File: src/rtl/alu_chk_pkg.sv
// rtl/alu_chk_pkg.sv - shared constants, FSM encoding and MISR step for the ALU result checker
//
// Contents:
//   OP_ADD..OP_NOP   opcode constants (3'b000..3'b111)
//   chk_state_t      checker FSM encoding (ST_IDLE, ST_CHECK, ST_HALT)
//   MISR_POLY/SEED   signature register polynomial x^16+x^12+x^5+1 and seed
//   misr_step()      one MISR update with a 16-bit parallel input word
package alu_chk_pkg;

    localparam logic [2:0] OP_ADD = 3'b000;
    localparam logic [2:0] OP_SUB = 3'b001;
    localparam logic [2:0] OP_AND = 3'b010;
    localparam logic [2:0] OP_OR  = 3'b011;
    localparam logic [2:0] OP_XOR = 3'b100;
    localparam logic [2:0] OP_EQ  = 3'b101;
    localparam logic [2:0] OP_LT  = 3'b110;
    localparam logic [2:0] OP_NOP = 3'b111;

    typedef enum logic [1:0] {
        ST_IDLE  = 2'd0,
        ST_CHECK = 2'd1,
        ST_HALT  = 2'd2
    } chk_state_t;

    localparam logic [15:0] MISR_POLY = 16'h1021;
    localparam logic [15:0] MISR_SEED = 16'hFFFF;

    // Galois-style shift with feedback from the MSB, then fold in the new word.
    function automatic logic [15:0] misr_step(input logic [15:0] sig, input logic [15:0] din);
        misr_step = {sig[14:0], 1'b0} ^ (sig[15] ? MISR_POLY : 16'h0000) ^ din;
    endfunction

endpackage

File: src/rtl/alu_golden_ref.sv
// rtl/alu_golden_ref.sv - combinational golden model of the ALU under test
//
// Ports:
//   A, B        operands (WIDTH)
//   opcode      operation select (3)
//   exp_result  expected result, modulo 2^WIDTH (WIDTH)
//   exp_zero    expected zero flag (exp_result == 0)
module alu_golden_ref
    import alu_chk_pkg::*;
#(
    parameter int WIDTH = 4
) (
    input  logic [WIDTH-1:0] A,
    input  logic [WIDTH-1:0] B,
    input  logic [2:0]       opcode,
    output logic [WIDTH-1:0] exp_result,
    output logic             exp_zero
);

    always_comb begin
        exp_result = '0;
        case (opcode)
            OP_ADD:  exp_result = A + B;
            OP_SUB:  exp_result = A - B;
            OP_AND:  exp_result = A & B;
            OP_OR:   exp_result = A | B;
            OP_XOR:  exp_result = A ^ B;
            OP_EQ:   exp_result = WIDTH'(A == B);
            OP_LT:   exp_result = WIDTH'(A < B);
            default: exp_result = '0;
        endcase
    end

    assign exp_zero = (exp_result == '0);

endmodule

File: config.mk
export PLATFORM = sky130hd
export DESIGN_NAME = alu_golden_ref
export DESIGN_NICKNAME = d
export VERILOG_FILES = /design/src/rtl/alu_chk_pkg.sv /design/src/rtl/alu_golden_ref.sv
export SDC_FILE = /design/constraint.sdc
export NUM_CORES = 1
export LEC_CHECK = 0
export CAP_MARGIN = 30
export CORE_MARGIN = 1.5
export CORE_UTILIZATION = 35
export DETAILED_ROUTE_END_ITERATION = 7
export DONT_BUFFER_PORTS = 1
export PLACE_DENSITY_LB_ADDON = 0.15
export SLEW_MARGIN = 20
export SYNTH_ARGS = -nofsm -noshare
export SYNTH_HDL_FRONTEND = slang
export SYNTH_SLANG_ARGS = --single-unit
File: constraint.sdc
create_clock -name vclk -period 3.3
set_clock_uncertainty 0.15 [all_clocks]
set_input_delay 0.66 -clock vclk [all_inputs]
set_output_delay 0.66 -clock vclk [all_outputs]
set_load 0.005 [all_outputs]
== Yosys cells after proc, flatten, opt, wreduce, memory -nomap -nowiden ==
Index checks and enable logic that the tools add are counted.

* Eq/ne operators: 7
* Multipliers: 0
* Div/mod/pow operators: 0
* Shift-type cells: 0
* Add/sub/neg operators: 2
* $lt $le $gt $ge: 1
* Muxes and demuxes: 1
* Bitwise operators: 3
* Reduce and logical (&&, ||, !) cells: 2

{| class="wikitable"
|+ Operators with widths
! cell !! count
|-
| 4-bit one-hot mux with 7 select lines || 1
|-
| 3-bit equality test (second input constant) || 3
|-
| 3-bit by 2-bit equality test with 1-bit output (second input constant) || 2
|-
| 4-bit adder || 1
|-
| 4-bit bitwise AND || 1
|-
| 4-bit equality test || 1
|-
| 4-bit logical NOT || 1
|-
| 4-bit < comparator || 1
|-
| 4-bit bitwise OR || 1
|-
| 4-bit subtractor || 1
|-
| 4-bit bitwise XOR || 1
|-
| 3-bit by 1-bit equality test with 1-bit output (second input constant) || 1
|-
| 3-bit logical NOT || 1
|}

* Latch bits: 0
* ROM bits: 0
* Bits in registers: 0
* Output and inout port bits: 5
* Bits in writable memories: 0
* Bits of input ports: 11
* Logic and storage cells: 16
* Memories: 0

== Logic depth before layout (Yosys ltp) ==
Gate-level depths: netlist of run 1.

* Word-level depth: 3
* Gate-level depth with buffers: 8
* Mapped depth without buffers: 8

== Worst setup path after synthesis of run 1 ==
OpenSTA, ideal clock, no wires.

* Kind: input-to-output
* Start: input port A[0]
* End: output port exp_zero
* Setup slack: 0.360 ns
* Stages on the path: 7
* Buffers on the path: 0
* Arrival: 2.130 ns
* Required time: 2.490 ns
* Path through: ha_1 > inv_1 > fa_1 > mux4_2 > a31o_1 > nand3_1 > a211oi_2

* Cells in the longest elaborated chain, start to end: 3
* Elaborated cells between the ends (all ways): 9
* Those cells by class: add/sub: 2; order compare: 1; eq/ne: 1; mux: 1; bitwise: 3; reduce/logical: 1

{| class="wikitable"
|+ Ends and longest elaborated chain
! item !! line !! RTL
|-
| start, declared || alu_golden_ref.sv:13 || <nowiki>input logic [WIDTH-1:0] A,</nowiki>
|-
| 4-bit subtractor (tied with other cells) || alu_golden_ref.sv:24 || <nowiki>OP_SUB: exp_result = A - B;</nowiki>
|-
| 4-bit one-hot mux with 7 select lines (*) || alu_golden_ref.sv:22 || <nowiki>case (opcode)</nowiki>
|-
| 4-bit logical NOT (*) || alu_golden_ref.sv:34 || <nowiki>assign exp_zero = (exp_result == '0);</nowiki>
|-
| end, declared || alu_golden_ref.sv:17 || <nowiki>output logic exp_zero</nowiki>
|}

Every way passes the cells marked *; elsewhere a longest branch is shown, timed or not.

== Worst setup path in the final report of run 1 ==
Ends and elaborated chain as after synthesis.

==> results.py, run 1 <==
metrics = {
    "outcome": {
        "status": "completed",
    },
    "timing": {
        "whs_ns": 1.24,
        "tightest_slew_ns": 0.371,
        "fin_crit_sh_pct": 92.0,
        "setup_viol_count_final": 0,
        "max_freq_mhz": 330,
        "tns_ns": 0,
        "period_minus_slack_ns": 3.03,
        "slew_headroom_pct": 75.2,
        "rsz0062_at_grt": "no",
        "hold_viol_final": 0,
        "slew_viol_final": 0,
    },
    "floorplanning": {
        "die_x_um": 42.8,
        "die_y_um": 42.8,
        "rows": 14,
        "die-area_um2": 1830,
        "coreArea_um2": 1490,
        "pin_count": 16,
        "initial_utilization_pct": 37.2,
    },
    "yosys": {
        "synth_commonest_cells": "12 x ha_1, 10 x inv_1, 8 x nor2_1",
        "synth_top_cell_by_area": "ha_1",
        "synthTopCellsByArea": "ha_1 27%, fa_1 7.2%, inv_1 6.8%, nor2_1 5.4%, nor2b_1 4.5%",
        "ys_warn_count": 0,
        "syn_inst": 74,
        "syn_area_um2": 554,
        "syn_avg_cell_area_um2": 7.49,
        "synth_most_common_cell": "ha_1",
        "synth_cell_types": 29,
        "synth_top_cell_area_share_pct": 27.1,
        "synth_nets": 99,
        "yosysSeqAreaShare_pct": 0,
    },
    "drt": {
        "wirelength_mm": 1.04,
        "vias": 479,
        "dr.first_iter.drc_count": 5,
        "post_drt_wl_per_cell_um": 12.1,
        "route.detailed.drc": 0,
        "drtAntennaViolNets": 0,
        "drt_first_pass_iters": 4,
        "via_per_inst": 5.57,
    },
    "critical_path": {
        "worstPathArrival_ns": 2.22,
        "crit_required_ns": 2.49,
        "cp_cell_sequence": "inv_1 > ha_1 > fa_1 > mux4_2 > a31o_1 > nand3_1 > a211oi_2",
        "endpoint_kind": "output pin",
        "crit_family": "adder cells",
        "cp_slowest_cell": "mux4_2",
        "setup.worst_path.class": "in2out",
        "worstSetupStartpointType": "input pin",
        "cp_slowest_stage_delay_ns": 0.48,
        "worst-path-buf-inv": 1,
        "cp_max_fo": 2,
    },
    "global_route": {
        "grt_use_total_pct": 11.3,
        "grt-ovfl-total": 0,
        "grt_pass1_wl_mm": 1.69,
        "grt_start_max_net_pins": 14,
        "antenna_found_initial": 0,
        "grt_pass1_vias": 406,
    },
    "power": {
        "finalPower_uw": 71.6,
        "leakage_uw": 0.000270,
        "ir_worst_vdd_mv": 0.0476,
        "powerDensity_nw_per_um2": 129,
    },
    "final_layout": {
        "fin_cells": 86,
        "fin_nets": 97,
        "seqCellArea_um2": 0,
        "n_antenna_cell": 0,
        "drive_gt1_share_pct": 4.29,
        "nClkBuffers": 0,
        "area_growth_pct": -0.226,
        "nFlopsAndLatches": 0,
    },
    "clock_tree": {
        "post_cts_resized": 0,
        "cts_setup_buffers": 0,
        "hold_buffers": 0,
    },
    "placement": {
        "dp.cells": 86,
        "port_buffers": 0,
        "gp_congestion": 0.695,
        "hpwl_um": 878,
    },
    "hold_path": {
        "hold_class": "in2out",
    },
    "run": {
        "maxCapViolCount": 0,
    },
}
-- routing by layer --
metal,up-vias,part of all wire (%),track usage (%)
met5,-,0,0
met4,0,0,0
met3,0,4.1,0.426
met2,10,48,18.8
met1,220,48,17.0
li1,249,-,-
-- worst paths after layout --
check | start | end | slack [ns] | cells past startpoint
max | A[0] | exp_zero | 0.27 | 7
min | opcode[2] | exp_result[2] | 1.24 | 1
-- where the power goes --
part	internal, uW	total [uW]	switching (uW)	leakage [uW]
Combinational	33.7	71.6	37.8	0.000270
Clock	0	0	0	0
Sequential	0	0	0	0
-- cell type report --
type	instances	area (um2)
Inverter	10	37.5
Multi-Input combinational cell	60	495
Fill cell	154	936
Tap cell	16	20.0
-- placed cells by master (no fill, tap or decap), drive strengths merged, types with 2 or more instances in the layout --
cell     count
nor2b        4
nor2         8
o211ai       2
inv         10
fa           2
a21oi        3
o21ai        4
ha          12
nand3        2
o2111ai      2
nand2        6
xor2         2
-- kinds of logic (layout without fill, tap and decap cells) --
logic type,count (synthesis),in the layout,share of synthesized area (%)
buf+inv,14,10,10.6
xor+xnor,3,3,4.74
mux,2,2,5.87
fa+ha+maj,14,14,34.3
compound gates,19,19,26.2
simple gates,22,22,18.3
-- stage by stage --
step / instance area (um2) / setup slack [ns] / util [%]
finish: 553 / 0.265 / 37.1
global route: 553 / 0.174 / 37.1
global placement: 553 / 0.272 / 37.1
CTS: 553 / 0.262 / 37.1
detailed placement: 553 / 0.261 / 37.1
floorplan: 554 / 0.360 / -
Power figures use the tool's default switching activity.
==> run 2: changes to the inputs <==
- clock period: 3.3 -> 3.4 ns (I/O delays scaled with it)
==> results of run 2 <==
Same layout as run 1 (identical final DEF). Status: completed.
Among the figures that moved: setup slack after placement 0.261 ns -> 0.321 ns; setup slack after layout 0.265 ns -> 0.325 ns; hold slack 1.24 ns -> 1.28 ns; total power 71.6 uW -> 69.5 uW; worst IR drop on VDD 0.0476 mV -> 0.0462 mV
